$ cat config.mk
export PLATFORM = sky130hd
export DESIGN_NAME = cozy_mem_arbiter
export DESIGN_NICKNAME = d
export VERILOG_FILES = /design/src/rtl/cozy_mem_arbiter.sv
export SDC_FILE = /design/constraint.sdc
export NUM_CORES = 1
export LEC_CHECK = 0
export BUFFER_PORTS_ARGS = -buffer_cell sky130_fd_sc_hd__buf_2
export CAP_MARGIN = 20
export CORE_MARGIN = 2
export CORE_UTILIZATION = 27
export CTS_BUF_LIST = sky130_fd_sc_hd__clkbuf_4
export CTS_CLUSTER_SIZE = 20
export DETAILED_ROUTE_END_ITERATION = 8
export PLACE_DENSITY = 0.84
export SYNTH_ARGS = -nofsm -noshare
export SYNTH_HDL_FRONTEND = slang
export SYNTH_SLANG_ARGS = --single-unit
$ cat constraint.sdc
create_clock -name clk -period 1.7 [get_ports clk]
set_clock_uncertainty 0.15 [all_clocks]
set_input_delay 0.17 -clock clk [delete_from_list [all_inputs] [get_ports clk]]
set_output_delay 0.17 -clock clk [all_outputs]
set_load 0.05 [all_outputs]
$ cat src/rtl/cozy_mem_arbiter.sv
// Two-port arbiter for a shared 1-cycle-latency synchronous memory: CPU (port 0) and display fetch (port 1).
// Build with COZY_MEM_ARBITER_STARVE_GUARD_EN to bound consecutive port-1 wins while port 0 waits.
module cozy_mem_arbiter #(
  parameter int unsigned STARVE_LIMIT = 4
) (
  input  logic        clk,
  input  logic        reset_n,
  input  logic        m0_req,
  input  logic [15:0] m0_addr,
  input  logic [15:0] m0_din,
  input  logic [1:0]  m0_bwe,
  output logic        m0_gnt,
  output logic        m0_ack,
  output logic [15:0] m0_dout,
  input  logic        m1_req,
  input  logic [15:0] m1_addr,
  output logic        m1_gnt,
  output logic        m1_ack,
  output logic [15:0] m1_dout,
  output logic [15:0] mem_addr,
  output logic [15:0] mem_din,
  output logic [1:0]  mem_bwe,
  input  logic [15:0] mem_dout,
  output logic        starved
);

  // state    | meaning
  // OWN_NONE | nothing granted last cycle, no ack due
  // OWN_M0   | port 0 granted last cycle, m0_ack due now
  // OWN_M1   | port 1 granted last cycle, m1_ack due now
  typedef enum logic [1:0] {OWN_NONE, OWN_M0, OWN_M1} owner_t;

  owner_t owner_q, owner_d;
  logic   m0_rd_q;
  logic   limit_hit;

`ifdef COZY_MEM_ARBITER_STARVE_GUARD_EN
  logic [3:0] run_cnt;

  assign limit_hit = (run_cnt == 4'(STARVE_LIMIT));

  always_ff @(posedge clk or negedge reset_n) begin
    if (!reset_n) begin
      run_cnt <= 4'd0;
    end else if (m0_gnt || !m0_req) begin
      run_cnt <= 4'd0;
    end else if (m1_gnt && run_cnt != 4'hF) begin
      run_cnt <= run_cnt + 4'd1;
    end
  end
`else
  // Strict port-1 priority; the limit is accepted but has no effect.
  assign limit_hit = 1'b0 & (STARVE_LIMIT == 0);
`endif

  always_comb begin
    m0_gnt  = 1'b0;
    m1_gnt  = 1'b0;
    owner_d = OWN_NONE;
    if (reset_n) begin
      if (m1_req && !(m0_req && limit_hit)) begin
        m1_gnt  = 1'b1;
        owner_d = OWN_M1;
      end else if (m0_req) begin
        m0_gnt  = 1'b1;
        owner_d = OWN_M0;
      end
    end
  end

  always_ff @(posedge clk or negedge reset_n) begin
    if (!reset_n) begin
      owner_q <= OWN_NONE;
      m0_rd_q <= 1'b0;
    end else begin
      owner_q <= owner_d;
      if (m0_gnt) m0_rd_q <= (m0_bwe == 2'b00);
    end
  end

  assign m0_ack = (owner_q == OWN_M0);
  assign m1_ack = (owner_q == OWN_M1);

  // Write completions return zero on m0_dout.
  assign m0_dout = (m0_ack && m0_rd_q) ? mem_dout : 16'h0000;
  assign m1_dout = m1_ack ? mem_dout : 16'h0000;

  always_comb begin
    mem_addr = 16'h0000;
    mem_din  = 16'h0000;
    mem_bwe  = 2'b00;
    if (m0_gnt) begin
      mem_addr = m0_addr;
      mem_din  = m0_din;
      mem_bwe  = m0_bwe;
    end else if (m1_gnt) begin
      mem_addr = m1_addr;
    end
  end

  assign starved = reset_n & m0_req & ~m0_gnt;

endmodule

# [Yosys cells after proc, flatten, opt, wreduce, memory -nomap -nowiden]
# Index checks and enable logic that the tools add are counted.
[word_totals] ff_bits=3
[classes] n_eq_ne=2 muxes=14 bitwise=3 reduce_logical=2
[op_table] cell="16-bit two-way mux" n=5
[op_table] cell="1-bit two-way mux" n=6
[op_table] cell="2-bit two-way mux" n=3
[op_table] cell="1-bit bitwise AND" n=2
[op_table] cell="2-bit by 1-bit equality test with 1-bit output (second input constant)" n=1
[op_table] cell="2-bit equality test (second input constant)" n=1
[op_table] cell="2-bit zero test" n=1
[op_table] cell="1-bit logical AND" n=1
[op_table] cell="1-bit NOT" n=1

# [Depth between registers and ports, before layout]
[depth] ltp_word=5 mapped_depth=4

# [Least setup slack after synthesis]
# No wires, ideal clock.
[synth_timing] path_type="input -> output" start="input m0_req" end="output mem_addr[13]" arrival_ns=1.728 required_ns=1.380 setup_slack_ns=-0.348 stages=4 n_path_buf=2 cell_sequence="buf_2 > buf_2 > nand3b_1 > a21boi_0"
[synth_between] elab_chain_cells=4
[synth_rtl] element="start: declaration" line="8" rtl="input logic m0_req,"
[synth_rtl] element="1-bit two-way mux" line="64" rtl="end else if (m0_req) begin"
[synth_rtl] element="1-bit two-way mux" line="61" rtl="if (m1_req && !(m0_req && limit_hit)) begin"
[synth_rtl] element="1-bit two-way mux" line="60" rtl="if (reset_n) begin"
[synth_rtl] element="16-bit two-way mux" line="92" rtl="if (m0_gnt) begin"
[synth_rtl] element="end: declaration" line="20" rtl="output logic [15:0] mem_addr,"
# No other way between the ends.

# [Worst setup path after layout]
[layout_timing] start="register owner_q[1]" end="output m0_dout[3]"
[layout_between] elab_chain_cells=3
[layout_rtl] element="start: declaration" line="33" rtl="owner_t owner_q, owner_d;"
[layout_rtl] element="start signal: assignment" line="76" rtl="owner_q <= owner_d;"
[layout_rtl] element="2-bit by 1-bit equality test with 1-bit output" line="81" rtl="assign m0_ack = (owner_q == OWN_M0);"
[layout_rtl] element="1-bit logical AND" line="85" rtl="assign m0_dout = (m0_ack && m0_rd_q) ? mem_dout : 16'h0000;"
[layout_rtl] element="16-bit two-way mux" line="85"
[layout_rtl] element="end: declaration" line="14" rtl="output logic [15:0] m0_dout,"
# No other way between the ends.

==> results.sh <==
export IMPL_layout_common_cells="buf_2, and2_1, nand2_1, nand3b_1, a21boi_1"
export IMPL_final_common_cell="buf_2"
export IMPL_post_place_cells=286
export IMPL_cts_buffers=3
export IMPL_period_share_pct=97.8
export IMPL_wl_met3_um=363
export IMPL_postRouteAntennaNets=0
export IMPL_port_buffers=140
export IMPL_hpwlAfterDp_um=2580
export IMPL_fmax_mhz=601
export IMPL_crit_arrival_ns=1.34
export IMPL_dieArea_um2=3390
export IMPL_cap_violations=0
export IMPL_fillers=259
export IMPL_dpl_cell_area_um2=1550
export IMPL_tightestPinTransition_ns=0.260
export IMPL_route_detailed_drc=0
export IMPL_postCtsSetupBuffers=0
export IMPL_cp_max_fo=8
export IMPL_grt_use_total_pct=17.2
export IMPL_wl_per_cell_um=11.2
export IMPL_synth_area_um2=793
export IMPL_via_per_inst=4.62
export IMPL_wl_met2_um=1810
export IMPL_clk_latency_ns=0.23
export IMPL_syn_inst=119
export IMPL_p_per_area_nw_per_um2=419
export IMPL_p_leak_nw=1.03
export IMPL_setup_viol_count_final=0
export IMPL_syn_nets=189
export IMPL_syn2layout_area_growth_pct=106
export IMPL_num_antenna_cells=0
export IMPL_utilization_pct=58.7
export IMPL_grt_pass1_wl_um=4570
export IMPL_ir_drop_mv=0.279
export IMPL_synth_seq_cells=3
export IMPL_cp_end_kind="output pin"
export IMPL_coreArea_um2=2780
export IMPL_yosysWarnings=0
export IMPL_hold_violations=0
export IMPL_crit_required_ns=1.38
export IMPL_rows=19
export IMPL_routedLengthMet1_um=1090
export IMPL_topRoutingLayerUsed="met3"
export IMPL_instances_no_fill=292
export IMPL_synth_cell_types=12
export IMPL_holdCritPathClass="input pin to flip-flop"
export IMPL_die_h_um=58.2
export IMPL_finalCriticalPeriod_ns=1.66
export IMPL_start_util_pct=28.5
export IMPL_io_pins=141
export IMPL_antenna_found_initial=0
export IMPL_crit_slowest_cell="dfrtp_1"
export IMPL_gp_congestion=0.740
export IMPL_cts_root_buf="clkbuf_4"
export IMPL_numClockSinks=3
export IMPL_grt_pass1_vias=1144
export IMPL_fin_area_um2=1630
export IMPL_critPathKind="flip-flop to output pin"
export IMPL_htreeDepth=1
export IMPL_drt_iter0_drc=37
export IMPL_grt_overflow=0
export IMPL_drv_slew=0
export IMPL_cp_start_kind="flip-flop"
export IMPL_path_clk_slew_ns=0.04
export IMPL_drive_gt1_share_pct=62.1
export IMPL_drt_pass1_iter_count=4
export IMPL_max_stage_delay_ns=0.39
export IMPL_die_w_um=58.2
export IMPL_synth_seq_area_share_pct=9.46
export IMPL_fin_nets=332
export IMPL_cts_tree="yes"
export IMPL_clockBufferDepth=2
export IMPL_grt_max_degree=22
export IMPL_slew_headroom_pct=82.8
export IMPL_syn_avg_cell_area_um2=6.67
export IMPL_drt_wl_total_um=3260
export IMPL_status="complete, no violations"
export IMPL_crit_chain="and3b_2 > and2_1 > buf_2"
export IMPL_vias=1348
## what timing repair did
item | 4_1_cts | 5_1_grt
gates resized for setup | 7 | 11
hold buffers | 1 | 0
hold endpoints to repair | 3 | 0
gates cloned | 0 | 1
setup endpoints to repair | 16 | 18
## worst max-delay path, delay by kind of cell (launching register included)
family	cells	cell delay, ns
buf+inv	1	0.26
flops	1	0.39
simple gates	2	0.46
## area by class of cell
cell class                 instances  area [µm²]  area share (%)
tap                               31        38.8            2.37
multi-input combinational        107         697            42.6
clock buffer                       4        30.0            1.84
timing repair buffer             147         793            48.5
sequential                         3        75.1            4.59
## sequential cells by signal (all words and copies together), names as in the netlist
signal   cells
owner_q      2
m0_rd_q      1
## power breakdown
group / switching, W / internal, W / leakage [nW]
clock: 0.0000373 / 0.000104 / 0.0184
sequential: 0.00000462 / 0.0000776 / 0.0393
combinational: 0.000303 / 0.000159 / 0.976
## stage by stage
stage	total power [W]	setup slack [ns]	hold slack, ns	setup TNS, ns
3_3_place_gp	0.000531	0.182	-0.0349	0
3_5_place_dp	0.000536	0.134	-0.0310	0
4_1_cts	0.000688	0.00101	0.128	0
2_1_floorplan	0.000383	0.0195	-0.276	0
5_1_grt	0.000725	-0.0120	0.138	-0.0249
6_report	0.000685	0.0374	0.139	0
## logic make-up after synthesis
| family | after synthesis | share of synthesized area [%] |
|---|---|---|
| buf+inv | 10 | 5.52 |
| simple gates | 89 | 68.0 |
| compound gates | 16 | 15.1 |
| mux | 1 | 1.89 |
| flops | 3 | 9.46 |
## worst paths after layout
check                                start         end  slack (ns)  cells after the start
worst min register to register     m0_rd_q     m0_rd_q        0.39                      1
worst max-delay path            owner_q[1]  m0_dout[3]        0.04                      3
worst min-delay path                m1_req  owner_q[1]        0.14                      2
worst max register to register     m0_rd_q     m0_rd_q        0.78                      1
max in group asynchronous          reset_n  owner_q[0]        0.91                      3
min in group asynchronous          reset_n     m0_rd_q        0.35                      3
## per-layer routing
layer	global-route usage, %	vias up
met5	0	-
met1	14.6	601
met4	3.99	0
met2	36.7	79
li1	-	668
met3	6.25	0
## Yosys cell counts
cell,count,area (µm²)
and2_1,51,319
mux2_4,1,15.0
and3_1,1,6.26
a21boi_0,16,120
and3b_1,2,17.5
dfrtp_1,3,75.1
nor2b_1,2,12.5
nand3b_1,16,120
buf_2,5,25.0
nor2_1,1,3.75
clkbuf_1,5,18.8
nand2_1,16,60.1
Note: power is estimated with default switching activity, not from simulation.
